--- src/rtl/keypad_scanner.sv ---
// keypad_scanner: scans a 4x3 active-low keypad, debounces every key and strobes new presses
module keypad_scanner #(
    parameter int SCAN_DIV = 50000,
    parameter int DEBOUNCE = 4
) (
    input  logic        clk_raw,
    input  logic        rst,
    input  logic [2:0]  col_n,
    output logic [3:0]  row_n,
    output logic [11:0] keystroke,
    output logic        key_down,
    output logic [3:0]  key_code
);
    localparam int DW = SCAN_DIV > 1 ? $clog2(SCAN_DIV) : 1;
    localparam int CW = $clog2(DEBOUNCE + 1);
    logic [2:0]    col_m, col_s;
    logic [DW-1:0] div;
    logic [1:0]    r;
    logic [11:0]   raw, raw_next, row_mask, ks_next, rise;
    logic [CW-1:0] cnt [12];
    logic [CW-1:0] cnt_next [12];
    logic [3:0]    code_next;
    logic          tick, frame_done;
    assign tick       = div == DW'(SCAN_DIV - 1);
    assign frame_done = tick && r == 2'd3;
    assign row_n      = ~(4'b0001 << r);
    assign row_mask   = 12'b111 << (4'(r) * 4'd3);
    // debounce must see the row-3 bits sampled on this very tick
    assign raw_next   = tick ? (raw & ~row_mask) | ({4{~col_s}} & row_mask) : raw;
    assign rise       = ks_next & ~keystroke;
    always_comb begin
        ks_next = keystroke;
        for (int k = 0; k < 12; k++) begin
            cnt_next[k] = cnt[k];
            if (frame_done) begin
                if (raw_next[k] == keystroke[k])
                    cnt_next[k] = '0;
                else if (cnt[k] == CW'(DEBOUNCE - 1)) begin
                    ks_next[k]  = ~keystroke[k];
                    cnt_next[k] = '0;
                end else
                    cnt_next[k] = cnt[k] + CW'(1);
            end
        end
    end
    always_comb begin
        code_next = key_code;
        for (int k = 11; k >= 0; k--)
            if (rise[k]) code_next = 4'(k);
    end
    always_ff @(posedge clk_raw) begin
        if (rst) begin
            col_m     <= 3'b111;
            col_s     <= 3'b111;
            div       <= '0;
            r         <= '0;
            raw       <= '0;
            keystroke <= '0;
            key_down  <= 1'b0;
            key_code  <= '0;
            for (int k = 0; k < 12; k++) cnt[k] <= '0;
        end else begin
            col_m     <= col_n;
            col_s     <= col_m;
            div       <= tick ? '0 : div + DW'(1);
            r         <= tick ? r + 2'd1 : r;
            raw       <= raw_next;
            keystroke <= ks_next;
            key_down  <= |rise;
            key_code  <= code_next;
            for (int k = 0; k < 12; k++) cnt[k] <= cnt_next[k];
        end
    end
endmodule

--- config.mk ---
export PLATFORM = sky130hd
export DESIGN_NAME = keypad_scanner
export DESIGN_NICKNAME = d
export VERILOG_FILES = /design/src/rtl/keypad_scanner.sv
export SDC_FILE = /design/constraint.sdc
export NUM_CORES = 1
export LEC_CHECK = 0
export CAP_MARGIN = 20
export CORE_MARGIN = 8
export CORE_UTILIZATION = 35
export CTS_CLUSTER_DIAMETER = 120
export DETAILED_ROUTE_END_ITERATION = 12
export GPL_TIMING_DRIVEN = 0
export PLACE_DENSITY = 0.51
export REMOVE_ABC_BUFFERS = 1
export SYNTH_ARGS = -nofsm -noshare
export SYNTH_HDL_FRONTEND = slang
export SYNTH_SLANG_ARGS = --single-unit
--- constraint.sdc ---
create_clock -name clk_raw -period 4.44 [get_ports clk_raw]
set_input_delay 0.444 -clock clk_raw [delete_from_list [all_inputs] [get_ports clk_raw]]
set_output_delay 0.444 -clock clk_raw [all_outputs]
set_load 0.01 [all_outputs]
## After elaboration in Yosys (flattened, before gate mapping)

Memory sizes are Yosys's and may differ from the RTL's.
Index checks and enable logic that the tools add are counted.
W data, S select, Z words.

- Add/subtract/negate cells: 14
- Multiply operators: 1
- Eq/ne operators: 26
- Shift operators: 2
- Mux-type cells: 99
- Bitwise operators: 32
- Reduce and logical (&&, ||, !) cells: 11

Operator list:

| kind | count |
|---|---|
| $mux W3 | 52 |
| $mux W1 | 40 |
| $add A3 B1 Y3 const B | 12 |
| $and A12 B12 Y12 | 3 |
| $eq A3 B2 Y1 const B | 12 |
| $not A12 Y12 | 2 |
| $add A16 B1 Y16 const B | 1 |
| $eq A16 B16 Y1 const B | 1 |
| $mux W4 | 4 |
| $eq A1 B1 Y1 | 12 |
| $mux W12 | 1 |
| $not A1 Y1 | 12 |
| $or A1 B1 Y1 | 12 |
| $or A12 B12 Y12 | 1 |
| $reduce_or A12 Y1 | 1 |
| $shl A3 B4 Y12 const A | 1 |
| $reduce_bool A11 Y1 | 1 |
| $reduce_bool A10 Y1 | 1 |
| $reduce_or A9 Y1 | 1 |
| $reduce_bool A8 Y1 | 1 |
| $reduce_or A5 Y1 | 1 |
| $mul A2 B2 Y4 const B | 1 |
| $mux W2 | 2 |
| $not A4 Y4 | 1 |
| other kinds (8) | 9 |

- Bits in registers: 53
- Bits in writable memories: 36
- Bits of input ports: 5
- Output and inout bits: 21
- Memories: 1

Memory list:

| memory | depth | width | rd ports | clocked after memory_dff | wr ports | RTL line | RTL |
|---|---|---|---|---|---|---|---|
| cnt | 12 | 3 | 12 | 0 | 12 | 20 | `logic [CW-1:0] cnt [12];` |

## Logic depth before layout (Yosys ltp)

Gate-level depths: netlist of run 1.

- Depth after elaboration: 21
- Depth in mapped cells: 10
- Depth with buffers taken out: 9

## Least setup slack after synthesis of run 1

Ideal clock, no wire load.

- Path type: reg2reg
- Start point: reg div[5]
- End point: reg key_code[0]
- Setup time: 0.120 ns
- Arrival: 2.812 ns
- Required time: 4.320 ns
- Slack: 1.508 ns
- Cell stages (with the launch flop): 10
- Path buffers: 2
- Period minus slack after synthesis: 2.932 ns
- Cells stage by stage: dfxtp_1 or4b_1 buf_2 or4_1 buf_2 or4_4 a311oi_2 o221ai_2 a221oi_2 nor2_1

- Word-level cells in the longest chain between the ends: 16

Ends and longest elaborated chain:

| element | RTL line | RTL |
|---|---|---|
| from (decl) | 17 | `logic [DW-1:0] div;` |
| from (signal assigned) | 65 | `div <= tick ? '0 : div + DW'(1);` |
| $eq A16 B16 Y1 * | 24 | `assign tick = div == DW'(SCAN_DIV - 1);` |
| $mux W12 | 29 | `assign raw_next = tick ? (raw & ~row_mask) \| ({4{~col_s}} & row_mask) : raw;` |
| $eq A1 B1 Y1 | 36 | `if (raw_next[k] == keystroke[k])` |
| $mux W1 | 36 |  |
| $mux W1 | 35 | `if (frame_done) begin` |
| $and A12 B12 Y12 * | 30 | `assign rise = ks_next & ~keystroke;` |
| $mux W4 (3 in a row) | 49 | `if (rise[k]) code_next = 4'(k);` |
| $mux W3 (4 in a row) | 49 |  |
| $mux W2 (2 in a row) | 49 |  |
| $mux W1 | 49 |  |
| to (signal assigned) | 70 | `key_code <= code_next;` |
| to (decl) | 12 | `output logic [3:0] key_code` |

Mark *: on every way between the ends. The rest lies on a longest branch, timed or not.
A chain may end at the register's enable or synchronous reset.

## Final worst setup path of run 1

Ends and elaborated chain as after synthesis.

==> results.sh, run 1 <==
export IMPL_tightest_slew_ps=911
export IMPL_clk_path_buf_depth=2
export IMPL_hold_path_class="register to register"
export IMPL_finalCritPeriodShare_pct=81.3
export IMPL_htree_num_levels=3
export IMPL_drc=0
export IMPL_grt_pass1_wl_mm=15.1
export IMPL_syn_inst=483
export IMPL_internal_power_uw=1320
export IMPL_combPwrFrac_pct=1.7
export IMPL_p_per_area_mw_per_mm2=348
export IMPL_synth_distinct_cells=40
export IMPL_die_area_mm2=0.0152
export IMPL_num_vias=3281
export IMPL_rows=39
export IMPL_multi_input_area_mm2=0.00211
export IMPL_die_y_um=123
export IMPL_fill_cells=1151
export IMPL_rsz0062_at_grt="false"
export IMPL_root_buffer="clkbuf_16"
export IMPL_hold_viol=0
export IMPL_reg2reg_depth=8
export IMPL_register_area_mm2=0.00172
export IMPL_ctsResizeCount=0
export IMPL_drt_initial_drc_count=127
export IMPL_crit_path_start="div[5]"
export IMPL_r2r_slack_ps=830
export IMPL_netSwitchingFraction_pct=19.5
export IMPL_cts_buffers=9
export IMPL_post_cts_buffers=0
export IMPL_core_area_mm2=0.0113
export IMPL_hp_start="col_m[2]"
export IMPL_postCtsHoldBufs=0
export IMPL_p_sw_uw=321
export IMPL_dr_pass1_iters=4
export IMPL_dp_hpwl_mm=6.32
export IMPL_overflow=0
export IMPL_io_buffers=25
export IMPL_worstPathMaxFanout=31
export IMPL_grt_antenna_before_repair=0
export IMPL_finClkSkew_ps=5.38
export IMPL_dp_cells=625
export IMPL_initial_core_util_pct=35.6
export IMPL_end_kind="register"
export IMPL_pwr_share_clk_pct=50.9
export IMPL_synth_edf_count=0
export IMPL_grt_pass1_vias=3034
export IMPL_pwr_share_seq_pct=47.4
export IMPL_drt_total_wl_mm=9.12
export IMPL_worst_ep_required_time_ps=4670
export IMPL_num_io_pins=26
export IMPL_regToRegStartpoint="div[5]"
export IMPL_yosysMostFrequentCell="dfxtp_1"
export IMPL_worstPathArrival_ps=3840
export IMPL_ir_drop_uv=185
export IMPL_cp_endpoint="key_code[0]"
export IMPL_whs_path_depth=1
export IMPL_grt_usage_pct=12.6
export IMPL_slew_headroom_pct=38.7
export IMPL_period_needed_ps=3610
export IMPL_finalMaxSlewViolations=0
export IMPL_clock_latency_ps=340
export IMPL_viasPerCell=5.11
export IMPL_areaGrowthSynthToFinish_pct=17.5
export IMPL_ys_ff_latch=86
export IMPL_grt_max_degree=42
export IMPL_synth_flop_cell="dfxtp_1"
export IMPL_yosys_warnings=0
export IMPL_max_freq_ghz=0.277
export IMPL_cp_start_kind="register"
export IMPL_clk_pin_slew_ps=60
export IMPL_post_synth_main_area_contributors="dfxtp_1 (43%), a21oi_1 (7.3%), ha_1 (5.3%), nor2_1 (4.9%), xnor2_1 (3.5%)"
export IMPL_finalNonFillerCells=642
export IMPL_synth_top_area_share_pct=42.8
export IMPL_fin_nets=516
export IMPL_rr_endpoint="key_code[0]"
export IMPL_cts_tree="built"
export IMPL_wire_per_inst_um=14.2
export IMPL_synth_common_cells="dfxtp_1 (86), a21oi_1 (59), nor2_1 (53), nand2_1 (33), clkbuf_1 (26)"
export IMPL_outcome="finished, final reports clean"
export IMPL_async_flop_share_pct=0
export IMPL_total_leakage_power_uw=0.00169
export IMPL_cts_sinks=86
export IMPL_drive_gt1_share_pct=6.81
export IMPL_n_antenna_cell=0
export IMPL_die_x_um=123
export IMPL_setup_violations_final=0
export IMPL_syn_cell_area_mm2=0.00403
export IMPL_path_class="register to register"
export IMPL_synth_top_area_cell="dfxtp_1"
export IMPL_finalWeightedCongestion=0.755
export IMPL_postRouteAntennaNets=0
export IMPL_ys_seq_area_share_pct=42.8
export IMPL_cap_violations=0
export IMPL_syn_avg_cell_area_um2=8.34
export IMPL_tns_ps=0
-- per-layer routing --
metal	GRT usage, %	part of all wire [%]
met1	16.2	50
met2	19.9	46
met3	3.11	2.6
met4	4.97	1.7
met5	0	0
-- critical path, stage by stage, from the launching register on --
cell      delay, ps
dfxtp_1         350
or4b_1          660
or4_2          1060
buf_16          290
or2_1           290
o32ai_2         440
nor2_1          100
a221oi_2        230
nor2_1           70
-- cell type report --
type                       count  area share (%)
clock inverter                 3            1.37
tap                          143            3.78
multi-input combinational    346            44.6
sequential                    86            36.4
inverter                      23            1.82
timing repair buffer          28            6.29
clock buffer                  13            5.71
-- sequential cells by signal, summed over array words and instances (netlist names), 2 cells and up --
signal and cells:
cnt 36, div 16, r 2, keystroke 12, col_s 3, col_m 3
raw 9, key_code 4
-- stage by stage --
stage | utilization (%) | setup slack [ps] | hold WS (ps) | instance area [µm²] | total power [µW]
after floorplan | - | 1080 | 389 | 3920 | 808
after global placement | 38.4 | 499 | 393 | 4350 | 824
after detailed placement | 38.8 | 855 | 397 | 4390 | 826
after CTS | 41.8 | 835 | 412 | 4730 | 1670
after global routing | 41.8 | 644 | 417 | 4730 | 1700
final | 41.8 | 829 | 408 | 4730 | 1650
-- kinds of logic after synthesis --
group / Yosys count / share of synthesized area [%]
buffers and inverters: 51 / 4.82
xor gates and xnor gates: 22 / 4.79
muxes: 9 / 2.24
adders and majority gates: 17 / 5.28
AOI/OAI and AO/OA: 86 / 12.3
DFF: 86 / 42.8
and+or+nand+nor: 212 / 27.8
-- worst min path at each step --
stage	end	slack, ps
floorplan	col_s[0]	390
global placement	col_s[2]	390
detailed placement	col_s[1]	400
CTS	col_s[1]	410
global route	col_s[0]	420
finish	col_s[2]	410
-- cells in the final DEF, fill, tap and decap left out, types with 13 or more instances in the layout --
cell,synthesis,final
a21oi_1,59,59
nor3b_1,13,13
nand2b_1,13,13
clkdlybuf4s50_1,0,24
ha_1,17,17
nor4_1,13,13
nand2_1,33,33
nand3_1,19,19
nor2_1,53,53
inv_1,23,23
or3_1,22,22
nand4_1,13,13
dfxtp_1,86,86
o21ai_0,16,16
xnor2_1,16,16
-- power by group through the flow --
stage | Sequential [µW] | Combinational (µW) | Clock [µW]
floorplan | 796 | 11.3 | 0
global placement | 797 | 26.9 | 0
detailed placement | 798 | 28.5 | 0
CTS | 780 | 28.4 | 861
global route | 781 | 31.5 | 892
finish | 780 | 27.9 | 837
No activity file was read; power rests on OpenSTA's default activity.
==> run 2, diff against run 1 <==
Clock period 4.44 ns to 3.5 ns, I/O delays scaled along.
==> run 2 against run 1 <==
Net effect: register-to-register slack worse by 660 ps; total power increased by 27%; combinational power rose by 27%; clock skew is essentially flat; critical path depth shrank 2; non-clock buffer count unchanged; flip-flop and latch count unchanged; final cell count unchanged; largest cell class unchanged; largest power group unchanged.
==> results.sh, run 2 (synthesis gave the netlist of run 1 again) <==
export IMPL_outcome="finished, final reports clean"
export IMPL_initial_core_util_pct=35.6
export IMPL_root_buffer="clkbuf_16"
export IMPL_die_x_um=123
export IMPL_drt_initial_drc_count=131
export IMPL_n_antenna_cell=0
export IMPL_dp_cells=625
export IMPL_grt_usage_pct=12.6
export IMPL_fin_ws_ps=169
export IMPL_hold_viol=0
export IMPL_p_per_area_mw_per_mm2=441
export IMPL_reg2reg_depth=6
export IMPL_finalCritPeriodShare_pct=95.2
export IMPL_hp_start="col_m[2]"
export IMPL_worst_ep_required_time_ps=3690
export IMPL_drt_total_wl_mm=9.13
export IMPL_clk_pin_slew_ps=60
export IMPL_htree_num_levels=3
export IMPL_min_to="col_s[2]"
export IMPL_tns_ps=0
export IMPL_drc=0
export IMPL_overflow=0
export IMPL_finClkSkew_ps=4.90
export IMPL_fill_cells=1150
export IMPL_finalNonFillerCells=642
export IMPL_dp_hpwl_mm=6.32
export IMPL_r2r_slack_ps=170
export IMPL_fin_nets=516
export IMPL_grt_pass1_wl_mm=15.1
export IMPL_period_needed_ps=3330
export IMPL_num_io_pins=26
export IMPL_end_kind="register"
export IMPL_use_met2_pct=19.9
export IMPL_cap_violations=0
export IMPL_total_leakage_power_uw=0.00169
export IMPL_worstPathMaxFanout=7
export IMPL_whs_path_depth=1
export IMPL_grt_antenna_before_repair=0
export IMPL_largest_reg_flops=36
export IMPL_tightest_slew_ps=911
export IMPL_rr_endpoint="key_down"
export IMPL_pre_cts_ws_ps=-84.8
export IMPL_core_area_mm2=0.0113
export IMPL_clock_latency_ps=340
export IMPL_wire_per_inst_um=14.2
export IMPL_ir_drop_uv=234
export IMPL_areaGrowthSynthToFinish_pct=17.6
export IMPL_whs_ps=408
export IMPL_hold_path_class="register to register"
export IMPL_cts_tree="built"
export IMPL_top_regs="cnt x36, div x16, keystroke x12"
export IMPL_clk_path_buf_depth=2
export IMPL_regToRegStartpoint="div[5]"
export IMPL_postRouteAntennaNets=0
export IMPL_worstPathArrival_ps=3520
export IMPL_use_met1_pct=16.2
export IMPL_top_register="cnt"
export IMPL_finalMaxSlewViolations=0
export IMPL_final_common_cell="dfxtp_1"
export IMPL_die_y_um=123
export IMPL_grt_pass1_vias=3034
export IMPL_die_area_mm2=0.0152
export IMPL_drive_gt1_share_pct=6.81
export IMPL_grt_max_degree=42
export IMPL_num_vias=3296
export IMPL_max_freq_ghz=0.300
export IMPL_met3_usage_pct=3.11
export IMPL_rows=39
export IMPL_cts_buffers=9
export IMPL_dr_pass1_iters=4
export IMPL_layout_common_cells="dfxtp_1 (86), a21oi_1 (59), nor2_1 (53), nand2_1 (33), clkdlybuf4s50_1 (24)"
export IMPL_path_class="register to register"
export IMPL_io_buffers=25
export IMPL_post_cts_buffers=0
export IMPL_viasPerCell=5.13
export IMPL_cts_sinks=86
export IMPL_top_usage_layer="met2"
export IMPL_cp_start_kind="register"
export IMPL_finalWeightedCongestion=0.755
export IMPL_setup_violations_final=0
export IMPL_slew_headroom_pct=38.7
export IMPL_rsz0062_at_grt="false"
## run 2: cell counts in the layout (fill, tap and decap cells not counted)
Identical to the previous run, type by type.
## run 2: cell type report
type	count	area, µm²	share of cell area (%)
Timing Repair Buffer	28	298	6.29
Inverter	23	86.3	1.82
Sequential cell	86	1720	36.4
Tap cell	143	179	3.78
Clock buffer	13	270	5.71
Multi-Input combinational cell	346	2110	44.7
Clock inverter	3	65.1	1.37
## run 2: timing repair
| action | 4_1_cts | 5_1_grt |
|---|---|---|
| endpoints found under the setup margin | 2 | 0 |
| hold buffers | 0 | 0 |
| resized for setup | 1 | 0 |
## run 2: worst max path at each step
stage                 from     endpoint  slack [ps]  cells after the start
global route        div[5]     key_down          10                      6
floorplan           div[5]  key_code[0]         140                      7
detailed placement  div[5]  key_code[0]         -80                      8
finish              div[5]     key_down         170                      6
CTS                 div[5]     key_down         160                      6
global placement    div[5]  key_code[0]        -440                      7
## run 2: through the flow
| step | cell area [µm²] | util, % | total power (µW) |
|---|---|---|---|
| after floorplan | 3920 | - | 1020 |
| after global placement | 4350 | 38.4 | 1050 |
| after detailed placement | 4390 | 38.8 | 1050 |
| after CTS | 4730 | 41.8 | 2120 |
| after global routing | 4730 | 41.8 | 2160 |
| final | 4730 | 41.8 | 2090 |
## run 2: critical path: stages (launching register included)
cell,delay [ps]
dfxtp_1,350
or4b_1,660
nor4_1,790
mux2i_1,650
nor4_1,130
nor4_1,410
a41oi_1,180
## run 2: power by group
group | switching [µW] | internal [µW]
registers | 4.97 | 985
clock network | 378 | 683
logic | 22.5 | 13.0
total | 406 | 1680
## run 2: routing by layer
layer  routed length (µm)  vias to the layer above  part of all wire (%)
met5                    0                        -                     0
li1                     -                     1710                     -
met3                  267                       14                   2.9
met1                 4530                     1538                    50
met4                  151                        0                   1.7
met2                 4180                       34                    46
==> run 3, diff against run 2 <==
Settings changed: CTS_CLUSTER_DIAMETER 120 to 200.
==> results of run 3 <==
Same layout as run 2: the final DEF is identical, and so are final timing and power.
